$ cat config.mk
export PLATFORM = sky130hd
export DESIGN_NAME = alu_share_arbiter
export DESIGN_NICKNAME = d
export VERILOG_FILES = /design/src/rtl/alu_share_arbiter_pkg.sv /design/src/rtl/alu_rr_picker.sv /design/src/rtl/alu_share_arbiter.sv
export SDC_FILE = /design/constraint.sdc
export NUM_CORES = 1
export LEC_CHECK = 0
export ABC_AREA = 1
export ABC_CLOCK_PERIOD_IN_PS = 1800
export CORE_ASPECT_RATIO = 1.4
export CORE_MARGIN = 8
export CORE_UTILIZATION = 40
export CTS_BUF_LIST = sky130_fd_sc_hd__clkbuf_2 sky130_fd_sc_hd__clkbuf_4 sky130_fd_sc_hd__clkbuf_8
export CTS_CLUSTER_SIZE = 28
export DETAILED_ROUTE_END_ITERATION = 12
export GPL_ROUTABILITY_DRIVEN = 1
export PLACE_DENSITY = 0.87
export SKIP_CTS_REPAIR_TIMING = 1
export SYNTH_ARGS = -nofsm -noshare
export SYNTH_HDL_FRONTEND = slang
export SYNTH_HIERARCHICAL = 1
export SYNTH_SLANG_ARGS = --single-unit
$ cat constraint.sdc
create_clock -name clk -period 1.8 [get_ports clk]
set_input_delay 0.36 -clock clk [delete_from_list [all_inputs] [get_ports clk]]
set_output_delay 0.36 -clock clk [all_outputs]
set_load 0.03 [all_outputs]
$ cat src/rtl/alu_share_arbiter_pkg.sv
// Shared ALU control encodings and helpers for the two-port ALU share arbiter.
package alu_share_arbiter_pkg;

  localparam int W_DEFAULT = 32;

  localparam logic [2:0] ALU_AND = 3'b000;
  localparam logic [2:0] ALU_OR  = 3'b001;
  localparam logic [2:0] ALU_ADD = 3'b010;
  localparam logic [2:0] ALU_SUB = 3'b110;

  function automatic logic ctrl_legal(input logic [2:0] ctrl);
    return (ctrl == ALU_AND) || (ctrl == ALU_OR) || (ctrl == ALU_ADD) || (ctrl == ALU_SUB);
  endfunction

endpackage

$ cat src/rtl/alu_rr_picker.sv
// Two-way round-robin picker: on a tie the port that did not win last time is granted.
module alu_rr_picker (
  input  logic valid0,
  input  logic valid1,
  input  logic last_grant,
  output logic grant,
  output logic any
);

  always_comb begin
    any = valid0 | valid1;
    if (valid0 && valid1) grant = ~last_grant;
    else                  grant = valid1;
  end

endmodule

$ cat src/rtl/alu_share_arbiter.sv
// Shares one external combinational ALU between the EX stage (port 0) and the
// branch/address unit (port 1): operand register -> response register pipeline.
module alu_share_arbiter
  import alu_share_arbiter_pkg::*;
#(
  parameter int W = W_DEFAULT
) (
  input  logic         clk,
  input  logic         rst_n,
  input  logic         req0_valid,
  output logic         req0_ready,
  input  logic [W-1:0] req0_a,
  input  logic [W-1:0] req0_b,
  input  logic [2:0]   req0_ctrl,
  input  logic         req1_valid,
  output logic         req1_ready,
  input  logic [W-1:0] req1_a,
  input  logic [W-1:0] req1_b,
  input  logic [2:0]   req1_ctrl,
  output logic [W-1:0] alu_a,
  output logic [W-1:0] alu_b,
  output logic [2:0]   alu_ctrl,
  input  logic [W-1:0] alu_result,
  input  logic         alu_zero,
  output logic         resp_valid,
  input  logic         resp_ready,
  output logic         resp_id,
  output logic [W-1:0] resp_result,
  output logic         resp_zero,
  output logic         resp_err
);

  logic         op_valid;
  logic         op_id;
  logic         op_err;
  logic         last_grant;
  logic         grant;
  logic         pick_any;
  logic         stall;
  logic         advance;
  logic         accept;
  logic [W-1:0] sel_a;
  logic [W-1:0] sel_b;
  logic [2:0]   sel_ctrl;

  alu_rr_picker u_picker (
    .valid0     (req0_valid),
    .valid1     (req1_valid),
    .last_grant (last_grant),
    .grant      (grant),
    .any        (pick_any)
  );

  assign stall   = resp_valid & ~resp_ready;
  assign advance = ~op_valid | ~stall;

  // Readies are masked while reset is held so no requester sees a phantom accept.
  assign req0_ready = rst_n & advance & pick_any & ~grant & req0_valid;
  assign req1_ready = rst_n & advance & pick_any &  grant & req1_valid;
  assign accept     = req0_ready | req1_ready;

  always_comb begin
    sel_a    = grant ? req1_a    : req0_a;
    sel_b    = grant ? req1_b    : req0_b;
    sel_ctrl = grant ? req1_ctrl : req0_ctrl;
  end

  always_ff @(posedge clk or negedge rst_n) begin
    if (!rst_n) begin
      op_valid   <= 1'b0;
      op_id      <= 1'b0;
      op_err     <= 1'b0;
      last_grant <= 1'b1;
      alu_a      <= '0;
      alu_b      <= '0;
      alu_ctrl   <= '0;
    end else if (advance) begin
      if (accept) begin
        op_valid   <= 1'b1;
        op_id      <= grant;
        last_grant <= grant;
        alu_a      <= sel_a;
        alu_b      <= sel_b;
        // Illegal codes run a harmless ADD; the result is masked at capture.
        alu_ctrl   <= ctrl_legal(sel_ctrl) ? sel_ctrl : ALU_ADD;
        op_err     <= ~ctrl_legal(sel_ctrl);
      end else begin
        op_valid <= 1'b0;
      end
    end
  end

  always_ff @(posedge clk or negedge rst_n) begin
    if (!rst_n) begin
      resp_valid  <= 1'b0;
      resp_id     <= 1'b0;
      resp_result <= '0;
      resp_zero   <= 1'b0;
      resp_err    <= 1'b0;
    end else if (op_valid && !stall) begin
      resp_valid  <= 1'b1;
      resp_id     <= op_id;
      resp_result <= op_err ? '0 : alu_result;
      resp_zero   <= op_err ? 1'b1 : alu_zero;
      resp_err    <= op_err;
    end else if (resp_valid && resp_ready) begin
      resp_valid <= 1'b0;
    end
  end

endmodule

Yosys cells after proc, flatten, opt, wreduce, memory -nomap -nowiden:

Index checks and enable logic that the tools add are counted.

* bits in registers: 107
* bits of input ports: 172
* output and inout port bits: 105

* multiplexer cells: 10
* reductions and logical operators: 10
* bitwise logic cells: 16
* equal/unequal tests: 3

Operator list (count)
* $mux 32: 3
* $and 1x1->1: 7
* $mux 3: 2
* $not 1->1: 6
* $mux 1: 5
* $eq 3x1->1 const B: 1
* $eq 3x2->1 const B: 1
* $eq 3x3->1 const B: 1
* $logic_and 1x1->1: 3
* $logic_not 3->1: 1
* $logic_or 1x1->1: 3
* $or 1x1->1: 3
* $reduce_and 2->1: 1
* $reduce_bool 2->1: 1
* $logic_not 1->1: 1

Longest topological paths before layout:

* depth after elaboration: 10
* gate-level depth with buffers: 11
* mapped depth without buffers: 9

Modules after synthesis:

Netlist, hierarchy kept.

By module, submodules not included
* alu_share_arbiter: sequential area each 2678.8 um^2, cells an instance 704, instances 1, area an instance 5104.9 um^2
* alu_rr_picker: sequential area each 0.0 um^2, cells an instance 3, instances 1, area an instance 15.0 um^2

Least setup slack after synthesis:

No wires, ideal clock.

* path kind: input -> output
* start: input port req1_valid
* end: output port req1_ready
* required time: 1.440 ns
* path slack: 0.060 ns
* stages on the path: 9
* arrival time: 1.380 ns
* cells stage by stage: inv_1 > a21oi_1 > buf_4 > nand2_1 > inv_1 > nand3_1 > buf_2 > buf_4 > inv_1

* longest elaborated chain between the ends: 4

RTL lines
* start, declared: line alu_share_arbiter.sv:15 `input logic req1_valid,`
* $logic_and 1x1->1: line alu_rr_picker.sv:12 `if (valid0 && valid1) grant = ~last_grant;`
* $mux 1 (*): line alu_rr_picker.sv:12
* via grant: line alu_share_arbiter.sv:37 `logic grant;`
* $and 1x1->1 (*) (2 in series): line alu_share_arbiter.sv:59 `assign req1_ready = rst_n & advance & pick_any & grant & req1_valid;`
* end, declared: line alu_share_arbiter.sv:16 `output logic req1_ready,`

Mark *: on every way through the listed nets, which the timed path passes. The rest lies on a longest branch.

Worst setup path after layout:

* start: register last_grant
* end: output port req0_ready

* longest elaborated chain between the ends: 5

RTL lines
* start, declared: line alu_share_arbiter.sv:36 `logic last_grant;`
* start signal, assigned: line alu_share_arbiter.sv:81 `last_grant <= grant;`
* $not 1->1: line alu_rr_picker.sv:12
* $mux 1: line alu_rr_picker.sv:12
* via grant: line alu_share_arbiter.sv:37
* $not 1->1: line alu_share_arbiter.sv:58 `assign req0_ready = rst_n & advance & pick_any & ~grant & req0_valid;`
* $and 1x1->1 (2 in series): line alu_share_arbiter.sv:58
* end, declared: line alu_share_arbiter.sv:11 `output logic req0_ready,`

The timed path passes the listed nets, and every way through them passes these cells.

==> flow_metrics.env <==
export IMPL_slew_limit_headroom=0.609
export IMPL_wl_per_cell_um=15.6
export IMPL_holdCritPathClass="in2async"
export IMPL_grt_total_usage=0.207
export IMPL_power_frac_comb=0.483
export IMPL_core_sq_um=12700
export IMPL_critPathCaptureType="output pin"
export IMPL_synthesis_nets=879
export IMPL_critPathMaxFanout=4
export IMPL_rrSetupSlack_ps=120
export IMPL_clock_latency_ps=370
export IMPL_worstPathCellList="a21oi_4 -> buf_6 -> nor2_4 -> nand3_4 -> inv_4 -> buf_12"
export IMPL_seq_area_frac_synth=0.523
export IMPL_power_leakage_nw=5.64
export IMPL_final_hold_viol_count=0
export IMPL_ys_ff_latch=107
export IMPL_antenna_found_initial=0
export IMPL_row_count=49
export IMPL_setup_viol=2
export IMPL_slew_viol_final=0
export IMPL_postPlaceCellArea_sq_um=8150
export IMPL_clock_skew_ps=10.6
export IMPL_netlist_area_leader_share=0.518
export IMPL_grt_pass1_vias=5516
export IMPL_fmax_ghz=0.531
export IMPL_gp_congestion=0.861
export IMPL_io_pins=277
export IMPL_dp_cells=1116
export IMPL_seqPwrFrac=0.359
export IMPL_final_layout_size_suffix_gt1_frac=0.0609
export IMPL_grt_max_degree=108
export IMPL_drv_cap=0
export IMPL_first_iter_violations=179
export IMPL_cts_root_buf="clkbuf_8"
export IMPL_busiest_layer="met2"
export IMPL_p_sw_frac=0.409
export IMPL_drc_errors=0
export IMPL_io_buffers=276
export IMPL_final_cell_mix="nand2_1, clkdlybuf4s50_1, dfrtp_1"
export IMPL_syn_cell_area_sq_um=5120
export IMPL_clkTransAtPathRegs_ps=110
export IMPL_holdWs_ps=68.9
export IMPL_htreeDepth=3
export IMPL_dp_hpwl_um=13400
export IMPL_cpPeakStageDelay_ps=570
export IMPL_pwr_share_clk=0.159
export IMPL_use_met1=0.222
export IMPL_violations="setup timing"
export IMPL_yosys_top_cells_area="dfrtp_1, nand2_1, nand3_1, buf_4, buf_2"
export IMPL_path_buf_inv=3
export IMPL_critPathLaunchType="flip-flop"
export IMPL_die_height_um=150
export IMPL_critPathKind="reg2out"
export IMPL_grt_overflow=0
export IMPL_status="finished, violations left"
export IMPL_p_per_area_nw_per_um2=1130
export IMPL_nets=1152
export IMPL_fin_area_sq_um=8680
export IMPL_cp_top_family="flip-flops"
export IMPL_cts_tree="built"
export IMPL_cp_arrival_ps=1520
export IMPL_setup_tns_ps=-150
export IMPL_finalNonFillerCells=1138
export IMPL_fin_ws_ps=-82.2
export IMPL_period_share=1.05
export IMPL_antennaDiodeCount=0
export IMPL_grtUsageMet3=0.0582
export IMPL_worst_pin_slew_ps=587
export IMPL_ir_worst_vdd_v=0.000532
export IMPL_power_switching_w=0.00401
export IMPL_synthCells=707
export IMPL_period_minus_slack_ps=1880
export IMPL_final_common_cell="nand2_1"
export IMPL_p_int_w=0.00580
export IMPL_syn_to_final_growth_pct=69.5
export IMPL_yosysWarnings=6
export IMPL_drt_vias_per_instance=4.80
export IMPL_rsz0062_at_grt="true"
export IMPL_synth_cell_type_count=18
export IMPL_dr_pass1_iters=5
export IMPL_met2_usage=0.377
export IMPL_wirelength_um=17700
export IMPL_via_count=5457
export IMPL_grt_pass1_wl_um=27800
export IMPL_die_w_um=112
export IMPL_start_util=0.403
export IMPL_dieArea_sq_um=16700
export IMPL_numCtsBuffers=9
export IMPL_syn_area_per_cell_sq_um=7.24
export IMPL_ant_nets=0
export IMPL_synth_largest_area_cell="dfrtp_1"
export IMPL_cp_required_ps=1440
export IMPL_clk_path_buf_depth=2
export IMPL_cts_sinks=107
export IMPL_crit_slowest_cell="dfstp_2"
==> layout make-up <==
| class | instances | area [sq um] |
|---|---|---|
| clock buffer | 10 | 138 |
| clock inverter | 6 | 70.1 |
| fill | 1004 | 4010 |
| inverter | 15 | 58.8 |
| multi-input combinational | 541 | 2170 |
| sequential | 107 | 2680 |
| tap | 153 | 191 |
| timing repair buffer | 306 | 3370 |
==> state kept, by name, indices dropped and copies added, names as in the netlist <==
| name | cells |
|---|---|
| alu_a | 32 |
| alu_b | 32 |
| resp_result | 32 |
| alu_ctrl | 3 |
| last_grant | 1 |
| op_err | 1 |
| op_id | 1 |
| op_valid | 1 |
| resp_err | 1 |
| resp_id | 1 |
| resp_valid | 1 |
| resp_zero | 1 |
==> metrics by stage <==
stage / total power (W) / util / worst slack (ps)
after global placement: 0.00835 / 0.642 / -191
after floorplan: 0.00607 / - / 59.9
after CTS: 0.0100 / 0.658 / -223
final: 0.00981 / 0.684 / -82.2
after detailed placement: 0.00845 / 0.642 / -232
after global routing: 0.0104 / 0.684 / -145
==> cell usage after synthesis <==
cell type and instances:
nand2_1 455, dfrtp_1 106, nand3_1 72, clkbuf_1 14, inv_1 14, buf_2 11
buf_1 8, buf_4 8, nor2_1 5, buf_6 3, o21ai_0 3, a21oi_1 2
dfstp_2 1, inv_2 1, nand2_2 1, nand3_4 1, nor2_4 1, or2_1 1
==> routing by layer <==
| metal | vias to the layer above | routed length [um] | part of all wire |
|---|---|---|---|
| met2 | 205 | 9280 | 0.52 |
| met3 | 34 | 1250 | 0.071 |
| met5 | - | 0 | 0 |
| met1 | 2509 | 6590 | 0.37 |
| li1 | 2709 | - | - |
| met4 | 0 | 595 | 0.034 |
==> power by group through the flow <==
stage / logic (W) / clock network [W] / registers, W
finish: 0.00474 / 0.00156 / 0.00352
global route: 0.00507 / 0.00170 / 0.00360
CTS: 0.00487 / 0.00159 / 0.00356
detailed placement: 0.00486 / 0 / 0.00359
global placement: 0.00479 / 0 / 0.00356
floorplan: 0.00106 / 0 / 0.00501
==> worst paths after layout <==
| path | start | to | cells after the start |
|---|---|---|---|
| max | last_grant | req0_ready | 6 |
| min | rst_n | resp_result[18] | 2 |
| max reg2reg | last_grant | alu_b[29] | 9 |
| min reg2reg | resp_result[21] | resp_result[21] | 2 |
| max in group asynchronous | rst_n | alu_a[8] | 2 |
| min in group clk | resp_result[21] | resp_result[21] | 2 |
==> cell families (layout without fill, tap and decap cells) <==
group	after synthesis	count (layout)	share of synthesized area
flip-flops	107	107	0.523
AO/OA/AOI/OAI	5	5	0.00489
AND/OR/NAND/NOR	536	536	0.416
buffers and inverters	59	337	0.0562
No activity file was read; power rests on OpenSTA's default activity.
